### src/rtl/fifo_word_packer.sv
// fifo_word_packer
//
// Drain stage for a byte-wide synchronous FIFO with one-cycle read latency.
// It pops bytes, packs them little-endian into BYTES-byte words and presents
// each word on a valid/ready port. A flush request forces out a partial
// trailing word with a reduced keep mask and the last flag set.
//
// Ports
//   clk          sole clock, rising edge
//   rst_         synchronous, active-high reset
//   fifo_empty   FIFO empty flag
//   fifo_rdEn    pop request (combinational from fifo_empty, flush, rst_)
//   fifo_rdData  FIFO read data, valid the cycle after a pop
//   flush        single-cycle request to emit any partial word
//   out_valid    output word valid
//   out_ready    consumer accepts the word when high with out_valid
//   out_data     packed word, first-popped byte in the lowest lane
//   out_keep     per-lane valid mask
//   out_last     word closes a flush
//   word_count   number of accepted words, wraps
//   busy         any byte or word still held, or a flush pending
module fifo_word_packer #(
  parameter int BYTES  = 4,
  parameter int DATA_W = 8,
  parameter int CNT_W  = 16
) (
  input  logic                    clk,
  input  logic                    rst_,
  input  logic                    fifo_empty,
  output logic                    fifo_rdEn,
  input  logic [DATA_W-1:0]       fifo_rdData,
  input  logic                    flush,
  output logic                    out_valid,
  input  logic                    out_ready,
  output logic [BYTES*DATA_W-1:0] out_data,
  output logic [BYTES-1:0]        out_keep,
  output logic                    out_last,
  output logic [CNT_W-1:0]        word_count,
  output logic                    busy
);

  localparam int CW  = $clog2(BYTES + 1);
  localparam int CW1 = CW + 1;

  localparam logic [CW-1:0]  FULL_CNT  = CW'(BYTES);
  localparam logic [CW-1:0]  LAST_LANE = CW'(BYTES - 1);
  localparam logic [CW1-1:0] FULL_SUM  = CW1'(BYTES);

  // FILL is normal operation. FLUSH_WAIT holds while the in-flight byte and
  // the output register drain; the edge that leaves it is the one that loads
  // the partial word (or simply clears the request when nothing is held).
  localparam logic [0:0] FILL       = 1'b0;
  localparam logic [0:0] FLUSH_WAIT = 1'b1;

  typedef logic [BYTES-1:0][DATA_W-1:0] word_t;

  function automatic logic [BYTES-1:0] keep_mask(input logic [CW-1:0] n);
    logic [BYTES-1:0] m;
    for (int i = 0; i < BYTES; i++) m[i] = (CW'(i) < n);
    return m;
  endfunction

  // Lanes beyond the keep mask are zeroed so partial words never expose
  // stale bytes left in the accumulator.
  function automatic word_t mask_word(input word_t w, input logic [BYTES-1:0] k);
    word_t r;
    for (int i = 0; i < BYTES; i++) r[i] = k[i] ? w[i] : '0;
    return r;
  endfunction

  logic [0:0]       state_q, state_d;
  word_t            acc_q, acc_d;
  logic [CW-1:0]    acc_cnt_q, acc_cnt_d;
  logic             inflight_q, inflight_d;
  logic             out_valid_q, out_valid_d;
  word_t            out_data_q, out_data_d;
  logic [BYTES-1:0] out_keep_q, out_keep_d;
  logic             out_last_q, out_last_d;
  logic [CNT_W-1:0] word_count_q, word_count_d;
  logic             busy_q, busy_d;

  logic             flush_pend;
  logic             out_free;
  logic             fire;
  logic [CW1-1:0]   sum;
  logic             pop;
  word_t            acc_land;

  always_comb begin
    flush_pend = (state_q == FLUSH_WAIT);
    out_free   = !out_valid_q || out_ready;
    fire       = out_valid_q && out_ready;
    sum        = CW1'(acc_cnt_q) + CW1'(inflight_q);

    // A byte may be popped while it has room; the byte that would start the
    // next word behind a completing one needs the output register empty so
    // the completed word can leave the accumulator as it lands.
    pop = !rst_ && !fifo_empty && !flush && !flush_pend &&
          ((sum < FULL_SUM) ||
           ((sum == FULL_SUM) && !out_valid_q && (acc_cnt_q < FULL_CNT)));

    acc_land = acc_q;
    for (int i = 0; i < BYTES; i++) begin
      if (acc_cnt_q == CW'(i)) acc_land[i] = fifo_rdData;
    end

    state_d      = state_q;
    acc_d        = acc_q;
    acc_cnt_d    = acc_cnt_q;
    inflight_d   = pop;
    out_valid_d  = out_valid_q && !fire;
    out_data_d   = out_data_q;
    out_keep_d   = out_keep_q;
    out_last_d   = out_last_q;
    word_count_d = fire ? word_count_q + CNT_W'(1) : word_count_q;

    if (!flush_pend && flush) state_d = FLUSH_WAIT;

    if (inflight_q) begin
      acc_d = acc_land;
      if (acc_cnt_q == LAST_LANE) begin
        if (out_free) begin
          out_valid_d = 1'b1;
          out_data_d  = acc_land;
          out_keep_d  = '1;
          out_last_d  = 1'b0;
          acc_cnt_d   = '0;
        end else begin
          acc_cnt_d = FULL_CNT;
        end
      end else begin
        acc_cnt_d = acc_cnt_q + CW'(1);
      end
    end else if ((acc_cnt_q == FULL_CNT) && out_free) begin
      // A parked full word leaves before any flush handling, so a flush that
      // races a completing word still sees it go out with last=0.
      out_valid_d = 1'b1;
      out_data_d  = acc_q;
      out_keep_d  = '1;
      out_last_d  = 1'b0;
      acc_cnt_d   = '0;
    end else if (flush_pend && out_free) begin
      if (acc_cnt_q != '0) begin
        out_valid_d = 1'b1;
        out_keep_d  = keep_mask(acc_cnt_q);
        out_data_d  = mask_word(acc_q, keep_mask(acc_cnt_q));
        out_last_d  = 1'b1;
        acc_cnt_d   = '0;
      end
      state_d = FILL;
    end

    busy_d = (acc_cnt_d != '0) || inflight_d || out_valid_d || (state_d == FLUSH_WAIT);
  end

  always_ff @(posedge clk) begin
    if (rst_) begin
      state_q      <= FILL;
      acc_cnt_q    <= '0;
      inflight_q   <= 1'b0;
      out_valid_q  <= 1'b0;
      out_data_q   <= '0;
      out_keep_q   <= '0;
      out_last_q   <= 1'b0;
      word_count_q <= '0;
      busy_q       <= 1'b0;
    end else begin
      state_q      <= state_d;
      acc_cnt_q    <= acc_cnt_d;
      inflight_q   <= inflight_d;
      out_valid_q  <= out_valid_d;
      out_data_q   <= out_data_d;
      out_keep_q   <= out_keep_d;
      out_last_q   <= out_last_d;
      word_count_q <= word_count_d;
      busy_q       <= busy_d;
    end
  end

  // Accumulator lanes carry data only; acc_cnt_q says which are meaningful.
  always_ff @(posedge clk) begin
    acc_q <= acc_d;
  end

  assign fifo_rdEn  = pop;
  assign out_valid  = out_valid_q;
  assign out_data   = out_data_q;
  assign out_keep   = out_keep_q;
  assign out_last   = out_last_q;
  assign word_count = word_count_q;
  assign busy       = busy_q;

endmodule

### config.mk
export PLATFORM = sky130hd
export DESIGN_NAME = fifo_word_packer
export DESIGN_NICKNAME = d
export VERILOG_FILES = /design/src/rtl/fifo_word_packer.sv
export SDC_FILE = /design/constraint.sdc
export NUM_CORES = 1
export LEC_CHECK = 0
export ABC_CLOCK_PERIOD_IN_PS = 4700
export BUFFER_PORTS_ARGS = -buffer_cell sky130_fd_sc_hd__buf_4
export CORE_ASPECT_RATIO = 1.5
export CORE_MARGIN = 2
export CORE_UTILIZATION = 45
export CTS_BUF_LIST = sky130_fd_sc_hd__clkbuf_4
export DETAILED_ROUTE_END_ITERATION = 16
export PLACE_DENSITY = 0.69
export SLEW_MARGIN = 30
export SYNTH_ARGS = -nofsm -noshare
export SYNTH_HDL_FRONTEND = slang
export SYNTH_SLANG_ARGS = --single-unit
### constraint.sdc
create_clock -name clk -period 4.7 [get_ports clk]
set_input_delay 0.235 -clock clk [delete_from_list [all_inputs] [get_ports clk]]
set_output_delay 0.235 -clock clk [all_outputs]
set_load 0.02 [all_outputs]
## Yosys cells after proc, flatten, opt, wreduce, memory -nomap -nowiden

Cells that the tools add are included.

| cells by class | value |
|---|---|
| reductions and logical operators | 28 |
| add/sub/neg operators | 3 |
| multiplexer cells | 42 |
| order comparisons | 6 |
| equal/unequal tests | 7 |

Operators with widths:

| operator | count |
|---|---|
| 2-to-1 mux 32 bit | 6 |
| 2-to-1 mux 8 bit | 8 |
| 2-to-1 mux 4 bit | 6 |
| 2-to-1 mux 3 bit | 6 |
| adder 16 x 1 -> 16 bit, second input constant | 1 |
| 2-to-1 mux 1 bit | 16 |
| nonzero test 3 bit | 4 |
| logical AND 1 bit | 11 |
| == test 3 x 2 -> 1 bit, second input constant | 2 |
| logical NOT 1 bit | 6 |
| less-than comparator 1 x 3 -> 1 bit, first input constant | 2 |
| less-than comparator 2 x 3 -> 1 bit, first input constant | 2 |
| logical OR 1 bit | 5 |
| adder 3 x 1 -> 4 bit | 1 |
| == test 4 x 3 -> 1 bit, second input constant | 1 |
| less-than comparator 4 x 3 -> 1 bit, second input constant | 1 |
| inequality test 2 x 1 -> 1 bit, second input constant | 2 |
| AND reduction 4 bit | 1 |
| adder 3 x 1 -> 3 bit, second input constant | 1 |
| == test 3 x 1 -> 1 bit, second input constant | 1 |
| == test 3 bit, second input constant | 1 |
| logical NOT 3 bit | 1 |
| less-than comparator 3 bit, second input constant | 1 |

| storage, ports and cells | value |
|---|---|
| bits in registers | 92 |
| bits of input ports | 13 |
| word-level logic and storage cells | 102 |

## Depth between registers and ports, before layout

| depth | value |
|---|---|
| depth in word-level cells | 10 |
| mapped depth | 9 |
| depth with buffers taken out | 6 |

## Worst setup path after synthesis

No wires, ideal clock.

| timing path | value |
|---|---|
| kind | register -> output |
| from | register inflight_q |
| to | output fifo_rdEn |
| arrival | 2398 ps |
| setup slack | 2067 ps |
| cell stages (with the launch flop) | 7 |
| cell sequence | dfxtp_1 ha_1 ha_1 or3_1 a21oi_1 o21ai_0 inv_1 |

| on the way | value |
|---|---|
| word-level cells in the longest chain between the ends | 6 |
| elaborated cells between the ends (all ways) | 7 |
| classes of those cells | 1 x add/sub; 1 x order compare; 1 x eq/ne; 4 x reduce/logical |

RTL lines:

| element | line | source |
|---|---|---|
| start, declared | 74 | `logic inflight_q, inflight_d;` |
| start signal, assigned | 170 | `inflight_q <= inflight_d;` |
| adder 3 x 1 -> 4 bit * | 93 | `sum = CW1'(acc_cnt_q) + CW1'(inflight_q);` |
| branches (longest 3 deep; another with less-than comparator 4 x 3 -> 1 bit) | n/a |  |
| logical OR 1 bit * | 99 | `((sum < FULL_SUM) \|\|` |
| logical AND 1 bit * | 98 | `pop = !rst_ && !fifo_empty && !flush && !flush_pend &&` |
| end, declared | 30 | `output logic fifo_rdEn,` |

Mark *: on every way between the ends.

## Final worst setup path

Ends and elaborated chain as after synthesis.

==> key figures <==
Setup path
  – Worst path cell trace: ha_1 -> ha_1 -> or3_1 -> a21oi_1 -> o21ai_0 -> inv_1 -> buf_4
  – Critical setup path kind: flop to output pin
  – Max incr delay on CP: 680 ps
  – Most numerous cell on the critical path: sky130_fd_sc_hd__ha_1
  – Worst flop-to-flop path startpoint: acc_cnt_q[2]$_SDFF_PP0_
  – Data arrival at the endpoint of the critical path: 2540 ps
  – Highest net fanout along the worst path: 25
  – Depth of the worst register-to-register path: 5
  – Required time worst endpoint: 4470 ps
  – Reg2reg setup slack: 2090 ps
  – CP startpoint kind: flop
  – First element of the critical path: inflight_q$_SDFF_PP0_
  – Critical path destination: fifo_rdEn
  – End of the worst register-to-register path: out_keep[0]$_SDFFE_PP0P_
  – Worst path slowest cell: sky130_fd_sc_hd__dfxtp_2
  – Capturing element type of the critical path: output pin

Flow run
  – Total of max-cap violations: 0

Synth
  – Area fraction of the dominant cell type after synthesis: 0.267
  – Count of mapped cells out of synthesis: 451
  – Synthesis Warnings: 0
  – Number of distinct library cell variants in the gate-level netlist after synthesis: 51
  – Synth area leader: sky130_fd_sc_hd__dfxtp_1
  – Net count after synthesis: 470
  – Most common library cells after synthesis: 64 x sky130_fd_sc_hd__nand2_1, 60 x sky130_fd_sc_hd__dfxtp_1, 46 x sky130_fd_sc_hd__a21oi_1
  – Synth async-reset ratio: 0
  – Cell with the most instances after synthesis: sky130_fd_sc_hd__nand2_1
  – Primary flip-flop cell chosen by synthesis mapping: sky130_fd_sc_hd__dfxtp_1
  – Portion of the post-synthesis area used by sequential elements: 0.480
  – Syn_area_per_cell: 9.98 um2
  – Netlist area before placement: 4500 um2
  – Number of flip-flops and latches in the synthesized netlist: 92
  – Leading post-synthesis cells by cell area: sky130_fd_sc_hd__dfxtp_1 27%, sky130_fd_sc_hd__edfxtp_1 21%, sky130_fd_sc_hd__a211oi_2 8.3%
  – Number of synthesized flops with an enable pin: 32

Floorplanning
  – Count of boundary I/O pins: 69
  – Initial standard-cell utilization of the core: 0.464
  – Die Span X: 85.7 um
  – Die Ht: 126 um
  – Standard-cell row count: 44
  – Die ar.: 10,800 um2
  – Core Box Area: 9690 um2

Timing
  – Max Slew Vio Count: 0
  – Endpoints failing setup: 0
  – Slew at the pin closest to its max-slew limit: 886 ps
  – Worst Clk Skew: 18.8 ps
  – RSZ-0062 raised after global routing: false
  – Clock period minus final worst setup slack: 2780 ps
  – Final Cycle Share: 0.591
  – Final Hold Violating Endpoints: 0
  – Post-route setup TNS: 0 ps
  – Hold slack final: 109 ps
  – Worst max-slew margin expressed relative to the limit: 0.408
  – Maximum clock frequency: 360 MHz

CTS
  – Number of buffers inserted to repair setup after CTS: 0
  – Root buf cell: sky130_fd_sc_hd__clkbuf_4
  – Number of CTS-inserted buffers: 9
  – CTS sink cnt: 92
  – Hold buffer count at CTS: 0
  – Clock edge transition at the registers on the reported setup and hold paths: 130 ps
  – Resized cells post-CTS: 0
  – Clock latency on the worst-skew pair: 450 ps
  – Clock buffer depth: 2
  – Maximum level of the CTS H-tree: 3
  – TritonCTS clock tree: done

Final layout
  – Share of cells above drive strength 1: 0.268
  – Number of inserted diodes: 0
  – Filler Cell Count: 880
  – Layout Cells excl Fill: 618
  – Area growth from synthesis to layout: 14.0%
  – Core utilization of the finished layout: 0.529
  – Final net count: 517
  – Final design area excluding fillers: 5130 um2

Global routing
  – Number of global-route vias before repair: 3,460
  – Wire length of the first global-routing pass: 17.5 mm
  – Total routing usage reported by global routing: 0.203
  – Largest net degree at the start of global routing: 61
  – Number of antenna violations at the first check in global routing: 0
  – Global route total overflow: 0

Power
  – Areal power density over the cells: 295 nW/um2
  – Worst IR drop on VDD: 0.153 mV
  – Pleak: 1.90 nW

Placed design
  – Half-perimeter wire length after detailed placement: 7.23 mm
  – Post-placement cell area: 5000 um2
  – Number of buffers added on ports: 68
  – Cell Count Post-Placement: 602
  – Global placer's final weighted congestion: 0.883

Drt
  – Detailed Route Iter0 Violations: 335
  – Wire length per cell after detailed routing: 17.4 um
  – Number of nets with antenna violations after routing: 0
  – Drc violations: 0
  – Pre-antenna DRT Iters: 5
  – Via count normalized by instance count: 5.91
  – Overall via count from detail_route: 3,654
  – Final wirelength: 10.7 mm

Worst hold path
  – Worst Hold Class: input pin to flop

Run status
  – Result of the run: complete, no violations
[stage by stage]
stage                     power, mW  worst slack, ps
after floorplan                1.04             2070
after global placement         1.11             1890
after detailed placement       1.11             1800
after CTS                      1.53             1780
after global routing           1.58             1750
final                          1.51             1920
[final cells by class]
| class | count | area [um2] | share of cell area |
|---|---|---|---|
| Inverter | 11 | 41.3 | 0.00805 |
| Clock buffer | 10 | 75.1 | 0.0146 |
| Sequential cell | 92 | 2160 | 0.422 |
| Multi-Input combinational cell | 313 | 2120 | 0.413 |
| Clock inverter | 6 | 55.1 | 0.0107 |
| Tap cell | 115 | 144 | 0.0281 |
| Timing Repair Buffer | 71 | 533 | 0.104 |
[report_power, final]
part | switching (mW) | leakage (nW) | internal [mW]
registers | 0.0232 | 0.781 | 0.856
clock network | 0.257 | 0.0729 | 0.163
logic | 0.131 | 1.05 | 0.0844
total | 0.411 | 1.90 | 1.10
[critical path, delay by kind of cell, from the launching register on]
kind                     cells  cell delay [ps]
flip-flops                   1              680
adder cells (fa/ha/maj)      2              500
AND/OR/NAND/NOR              1              340
AO/OA/AOI/OAI                2              320
buffers and inverters        2              250
[placed cells by master (no fill, tap or decap), types with 3 or more instances in the layout]
| master | netlist | routed |
|---|---|---|
| sky130_fd_sc_hd__a211oi_1 | 3 | 3 |
| sky130_fd_sc_hd__a211oi_2 | 30 | 30 |
| sky130_fd_sc_hd__a21oi_1 | 46 | 46 |
| sky130_fd_sc_hd__a22o_1 | 9 | 9 |
| sky130_fd_sc_hd__a22oi_1 | 19 | 19 |
| sky130_fd_sc_hd__a311oi_1 | 4 | 4 |
| sky130_fd_sc_hd__a32oi_1 | 7 | 7 |
| sky130_fd_sc_hd__and3_1 | 5 | 5 |
| sky130_fd_sc_hd__buf_4 | 0 | 71 |
| sky130_fd_sc_hd__clkbuf_4 | 0 | 10 |
| sky130_fd_sc_hd__clkinv_1 | 0 | 3 |
| sky130_fd_sc_hd__dfxtp_1 | 60 | 59 |
| sky130_fd_sc_hd__edfxtp_1 | 32 | 32 |
| sky130_fd_sc_hd__ha_1 | 6 | 6 |
| sky130_fd_sc_hd__inv_1 | 11 | 11 |
| sky130_fd_sc_hd__mux2_2 | 14 | 14 |
| sky130_fd_sc_hd__nand2_1 | 64 | 64 |
| sky130_fd_sc_hd__nand2b_1 | 4 | 4 |
| sky130_fd_sc_hd__nand3_1 | 8 | 8 |
| sky130_fd_sc_hd__nand3b_1 | 3 | 3 |
| sky130_fd_sc_hd__nand4_1 | 7 | 7 |
| sky130_fd_sc_hd__nor2_1 | 20 | 20 |
| sky130_fd_sc_hd__nor3_1 | 4 | 4 |
| sky130_fd_sc_hd__o21ai_0 | 15 | 15 |
| sky130_fd_sc_hd__or3_1 | 6 | 6 |
| sky130_fd_sc_hd__xnor2_1 | 5 | 5 |
| sky130_fd_sc_hd__xor2_1 | 5 | 5 |
[metal layers]
layer,track usage,part of all wire,vias up
li1,-,-,1769
met1,0.261,0.42,1746
met2,0.323,0.49,120
met3,0.0494,0.064,19
met4,0.0887,0.029,0
met5,0,0,-
[registers in the layout (all words and copies together), names as in the netlist]
signal / count
inflight_q: 1
word_count: 16
acc_q: 32
flush_pend: 1
out_data: 32
acc_cnt_q: 3
out_keep: 4
out_valid: 1
busy: 1
out_last: 1
[how the worst min path moves through the flow]
stage                                startpoint                          end  cells past startpoint
finish                                out_ready   word_count[1]$_SDFFE_PP0P_                      3
global route                          out_ready   word_count[1]$_SDFFE_PP0P_                      3
CTS                                   out_ready   word_count[1]$_SDFFE_PP0P_                      3
detailed placement        out_last$_SDFFE_PP0P_        out_last$_SDFFE_PP0P_                      2
global placement    word_count[15]$_SDFFE_PP0P_  word_count[15]$_SDFFE_PP0P_                      2
floorplan                             out_ready   word_count[1]$_SDFFE_PP0P_                      2
[logic make-up after synthesis]
group,share of synthesized area
AND/OR/NAND/NOR,0.148
flip-flops,0.480
XOR/XNOR,0.0195
multiplexers,0.0350
buffers and inverters,0.0498
AO/OA/AOI/OAI,0.251
adder cells (fa/ha/maj),0.0167
No activity file was read; power rests on OpenSTA's default activity.
